--- src/rtl/lr35902_pkg.sv ---
// Shared LR35902 constants: interrupt bit indices, register addresses, vector layout.
// No logic; dispatch address helper is purely combinational.
package lr35902_pkg;

  localparam int INT_VBLANK = 0;
  localparam int INT_STAT   = 1;
  localparam int INT_TIMER  = 2;
  localparam int INT_SERIAL = 3;
  localparam int INT_JOYPAD = 4;
  localparam int INT_COUNT  = 5;

  localparam logic [15:0] ADDR_IF = 16'hFF0F;
  localparam logic [15:0] ADDR_IE = 16'hFFFF;

  localparam logic [7:0] VEC_BASE   = 8'h40;
  localparam int         VEC_STRIDE = 8;

  function automatic logic [7:0] vec_addr(input logic [2:0] idx);
    vec_addr = VEC_BASE | 8'(int'(idx) * VEC_STRIDE);
  endfunction

endpackage

--- src/rtl/lr35902_int_prio.sv ---
// Lowest-index-wins priority encoder over the pending interrupt vector.
// Purely combinational, zero latency; idx is 0 when nothing is pending.
module lr35902_int_prio
  import lr35902_pkg::*;
(
  input  logic [INT_COUNT-1:0] req,
  output logic                 any,
  output logic [2:0]           idx
);

  always_comb begin
    any = |req;
    idx = 3'd0;
    // Scan downward so the lowest set bit is the last one written.
    for (int i = INT_COUNT - 1; i >= 0; i--) begin
      if (req[i]) idx = 3'(i);
    end
  end

endmodule

--- src/rtl/lr35902_int.sv ---
// LR35902 interrupt controller: IF/IE registers, prioritised request, ack dispatch.
// Requests visible one edge after the irq pulse; writes commit on the edge after write falls.
module lr35902_int
  import lr35902_pkg::*;
(
  input  logic       clk,
  input  logic       reset_n,
  input  logic [7:0] din,
  input  logic       adr,
  input  logic       read,
  input  logic       write,
  output logic [7:0] dout,
  input  logic [4:0] irq_in,
  output logic       int_req,
  output logic [2:0] int_vec,
  input  logic       int_ack,
  output logic [7:0] int_adr
);

  logic [INT_COUNT-1:0] if_q, if_d;
  logic [7:0]           ie_q, ie_d;
  logic [7:0]           dout_q, dout_d;
  logic [7:0]           int_adr_q, int_adr_d;
  logic                 pwrite_q, pread_q;

  logic [INT_COUNT-1:0] pending;
  logic                 wr_commit;
  logic                 rd_start;

  assign pending   = if_q & ie_q[INT_COUNT-1:0];
  assign wr_commit = pwrite_q & ~write;
  assign rd_start  = read & ~pread_q;

  lr35902_int_prio u_prio (
    .req (pending),
    .any (int_req),
    .idx (int_vec)
  );

  always_comb begin
    if_d      = if_q;
    ie_d      = ie_q;
    dout_d    = dout_q;
    int_adr_d = int_adr_q;

    // Precedence rises top to bottom: ack clear, then IF write, then hardware set.
    if (int_ack) begin
      if (int_req) begin
        if_d[int_vec] = 1'b0;
        int_adr_d     = vec_addr(int_vec);
      end else begin
        int_adr_d = 8'h00;
      end
    end
    if (wr_commit) begin
      if (adr) ie_d = din;
      else     if_d = din[INT_COUNT-1:0];
    end
    if_d = if_d | irq_in;

    if (rd_start) begin
      dout_d = adr ? ie_q : {3'b111, if_q};
    end
  end

  always_ff @(posedge clk or negedge reset_n) begin
    if (!reset_n) begin
      if_q      <= '0;
      ie_q      <= 8'h00;
      dout_q    <= 8'h00;
      int_adr_q <= 8'h00;
      pwrite_q  <= 1'b0;
      pread_q   <= 1'b0;
    end else begin
      if_q      <= if_d;
      ie_q      <= ie_d;
      dout_q    <= dout_d;
      int_adr_q <= int_adr_d;
      pwrite_q  <= write;
      pread_q   <= read;
    end
  end

  assign dout    = dout_q;
  assign int_adr = int_adr_q;

endmodule

--- config.mk ---
export PLATFORM = sky130hd
export DESIGN_NAME = lr35902_int
export DESIGN_NICKNAME = d
export VERILOG_FILES = /design/src/rtl/lr35902_pkg.sv /design/src/rtl/lr35902_int_prio.sv /design/src/rtl/lr35902_int.sv
export SDC_FILE = /design/constraint.sdc
export NUM_CORES = 1
export LEC_CHECK = 0
export ABC_AREA = 1
export CORE_AREA = 2 2 56 58
export CTS_CLUSTER_DIAMETER = 120
export DETAILED_ROUTE_END_ITERATION = 12
export DIE_AREA = 0 0 58 60
export GPL_TIMING_DRIVEN = 0
export PLACE_DENSITY_LB_ADDON = 0.3
export SLEW_MARGIN = 40
export SYNTH_ARGS = -nofsm -noshare
export SYNTH_HDL_FRONTEND = slang
export SYNTH_SLANG_ARGS = --single-unit
--- constraint.sdc ---
create_clock -name clk -period 1.1 [get_ports clk]
set_input_delay 0.22 -clock clk [delete_from_list [all_inputs] [get_ports clk]]
set_output_delay 0.22 -clock clk [all_outputs]
set_load 0.01 [all_outputs]
Yosys cells after proc, flatten, opt, wreduce, memory -nomap -nowiden
Cells that the tools add are included.
W data, S select, Z words.
{ "word_totals": {"reg_bits": 31, "inputBits": 19, "output_inout_bits": 20} }
{ "classes": {"n_lt_le_gt_ge": 2, "muxes": 13, "bitwise_logic": 8, "n_reduce_logical": 3} }
{ "op_table": {"columns": ["operator", "n"], "rows": [
  ["$mux W5", 4],
  ["$mux W3", 5],
  ["$and A5 B5 Y5", 2],
  ["$mux W8", 1],
  ["$mux W7", 1],
  ["$not A5 Y5", 1],
  ["$or A5 B5 Y5", 1],
  ["$reduce_or A5 Y1", 1],
  ["$lt A3 B4 Y1 const B", 1],
  ["$demux W1 S3", 1],
  ["$ge A3 B1 Y1 const B", 1],
  ["$and A1 B1 Y1", 2],
  ["$not A1 Y1", 2],
  ["$reduce_and A2 Y1", 1],
  ["$logic_and A1 B1 Y1", 1],
  ["$mux W1", 1]
]} }

Logic depth before layout (Yosys ltp)
{ "depth": {"ltp_word": 17, "mapped_depth": 7, "mapped_depth_nobuf": 7} }

Modules after synthesis
From an unflattened synthesis, not the netlist that was laid out.
{ "unflattened": {"cells_unflattened": 157, "hier_area_um2": 1301.2} }
{ "modules_own_cells": {"columns": ["module", "instances", "cells_each", "area_each_um2", "seq_area_each_um2"], "rows": [
  ["lr35902_int", 1, 146, 1253.7, 675.6],
  ["lr35902_int_prio", 1, 11, 47.5, 0.0]
]} }

Least setup slack after synthesis
No wires, ideal clock.
{ "synth_path": {"path_type": "register -> output", "startpoint": "register ie_q[2]", "endpoint": "output port int_vec[2]", "arrival_time_ns": 0.856, "path_slack_ns": 0.024, "stages_incl_launch_ff": 6, "path_cell_list": "dfrtp_1 -> nand2_2 -> nand2_1 -> nor2_2 -> nand2_1 -> inv_1"} }
{ "synth_between": {"elab_chain_cells": 4} }
{ "synth_lines": {"columns": ["element", "line_no", "rtl"], "rows": [
  ["from (decl)", "lr35902_int.sv:21", "logic [7:0] ie_q, ie_d;"],
  ["from (signal assigned)", "lr35902_int.sv:76", "ie_q <= ie_d;"],
  ["$and A5 B5 Y5", "lr35902_int.sv:30", "assign pending = if_q & ie_q[INT_COUNT-1:0];"],
  ["$mux W3 (3 in series)", "lr35902_int_prio.sv:16", "if (req[i]) idx = 3'(i);"],
  ["to (decl)", "lr35902_int.sv:15", "output logic [2:0] int_vec,"]
]} }
Every way passes these cells.

Final worst setup path
{ "layout_path": {"startpoint": "register if_q[2]", "endpoint": "output port int_vec[2]"} }
{ "layout_between": {"elab_chain_cells": 4} }
{ "layout_lines": {"columns": ["element", "line_no", "rtl"], "rows": [
  ["from (decl)", "lr35902_int.sv:20", "logic [INT_COUNT-1:0] if_q, if_d;"],
  ["from (signal assigned)", "lr35902_int.sv:75", "if_q <= if_d;"],
  ["$and A5 B5 Y5", "lr35902_int.sv:30", null],
  ["$mux W3 (3 in series)", "lr35902_int_prio.sv:16", null]
]} }
Every way passes these cells.

==> impl_metrics.csv <==
group,metric,value,unit
status,status,"finished with violations",
status,violations,"negative setup slack",
timing,finalHoldViolations,0,
final_layout,seqCellArea,676,µm²
global_routing,grt_pass1_vias,1155,
clock_tree,clock_latency,0.34,ns
critical_path,crit_arrival,1.34,ns
critical_path,cp_cell_sequence,"nand2_2, nand2_2, nor2_4, nand2_2, inv_2, buf_6",
clock_tree,cts_buffers,3,
power,p_leak,0.998,nW
placement,place.gp.congestion,0.786,
timing,slew_viol_final,0,
critical_path,timing_worst_setup_path_type,"register to output pin",
critical_path,ff2ff_path_depth,8,
synth,synthAdderAreaFrac,0,
final_layout,finish.utilization,0.668,
synth,synth_top_family_by_area,"simple AND/OR/NAND/NOR gates",
timing,max_freq,640,MHz
clock_tree,tritoncts,"done",
global_routing,grt_antenna_before_repair,0,
clock_tree,cts_max_level,1,
synth,synth.area.mux_share,0.0714,
critical_path,cpLargestDelayFamily,"flip-flops",
timing,final.setup.worst_slack,-0.462,ns
timing,rsz0062_at_grt,"yes",
floorplan,dieWidth,58,µm
critical_path,cpPeakStageDelay,0.43,ns
critical_path,cp_common_cell,"nand2_2",
synth,seq_area_frac_synth,0.535,
critical_path,critPathLaunchType,"register",
clock_tree,cts_root_buffer,"clkbuf_4",
run,cap_viol_max_count,0,
routing,drt_drc_violations_left,0,
placement,dp_slack,-0.559,ns
critical_path,end_kind,"output pin",
final_layout,n_antenna_cell,0,
power,vdd_drop_max,0.000875,V
critical_path,cp-endpoint,"int_vec[2]",
timing,tns,-2.87,ns
synth,yosysWarnings,0,
timing,finalSetupViolations,22,
placement,port_buffers,33,
final_layout,nets,224,
routing,wirelength,3200,µm
clock_tree,cts_buffer_depth,2,
power,powerDensity,1460,mW/mm²
routing,vias,1150,
critical_path,required,0.88,ns
critical_path,path_depth,6,
critical_path,crit_slowest_cell,"dfrtp_1",
final_layout,syn_to_final_growth,53.5,%
critical_path,r2r_setup_slack,-0.23,ns
routing,routedWlPerCell,13.5,µm
routing,drt_first_pass_iters,5,
critical_path,path_max_fanout,3,
critical_path,crit_buf_inv,2,
critical_path,worstSetupStartpoint,"if_q[2]",
global_routing,grtUsageTotal,0.191,
final_layout,fill_cells,242,
timing,fin_crit_sh,1.42,
global_routing,grt-ovfl-total,0,
routing,viasPerCell,4.85,
floorplan,initial_utilization,0.435,
floorplan,die_area,0.00348,mm²
synth,synth_xor_area_frac,0,
synth,synth_seq_cells,27,
global_routing,grt_start_max_net_pins,28,
floorplan,row_count,20,
synth,synthDistinctLibCells,20,
clock_tree,cts.sinks,27,
synth,synth-simple-area-share,0.222,
global_routing,grt_pass1_wl,5010,µm
critical_path,reg2reg_from,"if_q[2]",
final_layout,multiInputGateArea,596,µm²
timing,slew-limit-headroom,0.594,
timing,fin_crit,1.56,ns
worst_hold_path,holdPathStages,3,
synth,syn_area_per_cell,9.28,µm²
timing,worst_pin_slew,0.608,ns
synth,synth_compound_area_frac,0.0961,
timing,clock-skew-final,0.0148,ns
placement,hpwl,2060,µm
routing,ant_nets,0,
final_layout,final_layout_size_suffix_gt1_frac,0.431,
synth,netlist_instances,136,
synth,syn_area,0.00126,mm²
floorplan,ios,39,
floorplan,core,0.00290,mm²
floorplan,die_h,60,µm
worst_hold_path,hold_path.class,"primary input to register",
timing,hold_slack,0.169,ns
clock_tree,clk_pin_slew,0.16,ns
critical_path,r2r_end,"if_q[4]",
routing,drt-initial-drc-count,28,
-- synth_stat cells --
cell      n  area, µm²
inv_1    11       41.3
a21oi_1   8       40.0
mux2_2    8       90.1
nor2_4    2       22.5
a21oi_4   1       16.3
nand2_2   6       37.5
o21ai_1   2       10.0
buf_2     1       5.00
nand2_1  34        128
o21ai_0   3       15.0
nor2_1   13       48.8
buf_4     5       37.5
conb_1    1       3.75
nand2_4   2       22.5
inv_2     2       7.51
a21oi_2   1       8.76
a31oi_1   5       31.3
nand3_1   3       15.0
dfrtp_1  27        676
nor2_2    1       6.26
-- placed cells by master (no fill, tap or decap), types with 6 or more instances in the layout --
cell type	n
buf_2	13
a21oi_1	8
clkdlybuf4s50_1	15
nor2_1	11
inv_1	9
nand2_2	9
buf_4	28
buf_6	9
dfrtp_1	27
mux2_4	6
nand2_1	29
-- worst register-to-register path: cells and delay by family (launching register included) --
kind,cells,cell delay [ns]
buffers and inverters,2,0.25
flip-flops,1,0.43
AO/OA/AOI/OAI,1,0.05
AND/OR/NAND/NOR,5,0.48
-- area by class of cell --
class	instances	area share
multi-input combinational	93	0.307
buffer	6	0.0252
timing repair buffer	61	0.258
inverter	13	0.0252
sequential	27	0.349
clock inverter	1	0.00258
clock buffer	3	0.0116
tap	33	0.0213
-- layer usage --
| metal | track usage | vias up | part of all wire |
|---|---|---|---|
| met5 | 0 | - | 0 |
| li1 | - | 564 | - |
| met3 | 0.0281 | 13 | 0.045 |
| met1 | 0.214 | 537 | 0.41 |
| met2 | 0.356 | 36 | 0.51 |
| met4 | 0.0897 | 0 | 0.028 |
-- kinds of logic (layout without fill, tap and decap cells) --
group / count (synthesis) / in the layout
buffers and inverters: 19 / 84
flip-flops: 27 / 27
multiplexers: 8 / 8
AND/OR/NAND/NOR: 61 / 61
AO/OA/AOI/OAI: 20 / 20
other: 1 / 4
-- report_power, final --
part | total, W | internal, W | switching (W)
sequential | 0.00124 | 0.00115 | 0.0000985
combinational | 0.00113 | 0.000601 | 0.000532
clock | 0.000448 | 0.000137 | 0.000311
total | 0.00283 | 0.00188 | 0.000942
-- state kept, by name, indices dropped and copies added (netlist names) --
signal and cells:
int_adr 4, dout 8, pread_q 1, if_q 5
ie_q 8, pwrite_q 1
-- worst min path at each step --
| stage | end | start |
|---|---|---|
| 2_1_floorplan | dout[0] | reset_n |
| 3_3_place_gp | int_adr[6] | int_adr[6] |
| 3_5_place_dp | dout[3] | reset_n |
| 4_1_cts | dout[1] | adr |
| 5_1_grt | dout[0] | adr |
| 6_report | dout[1] | adr |
-- through the flow --
step	power, W	area [µm²]	std cells
after global routing	0.00297	1940	237
after detailed placement	0.00206	1640	205
after global placement	0.00203	1650	205
after CTS	0.00267	1820	231
final	0.00283	1940	237
after floorplan	0.00168	1270	139
-- what timing repair did --
action | 4_1_cts | 5_1_grt
resized for setup | 79 | 22
endpoints found under the hold margin | 27 | 0
buffers inserted | 23 | 8
endpoints found under the setup margin | 22 | 35
hold buffers | 1 | 0
gates cloned | 0 | 0
pin swaps | 11 | 11
Power figures use the tool's default switching activity.
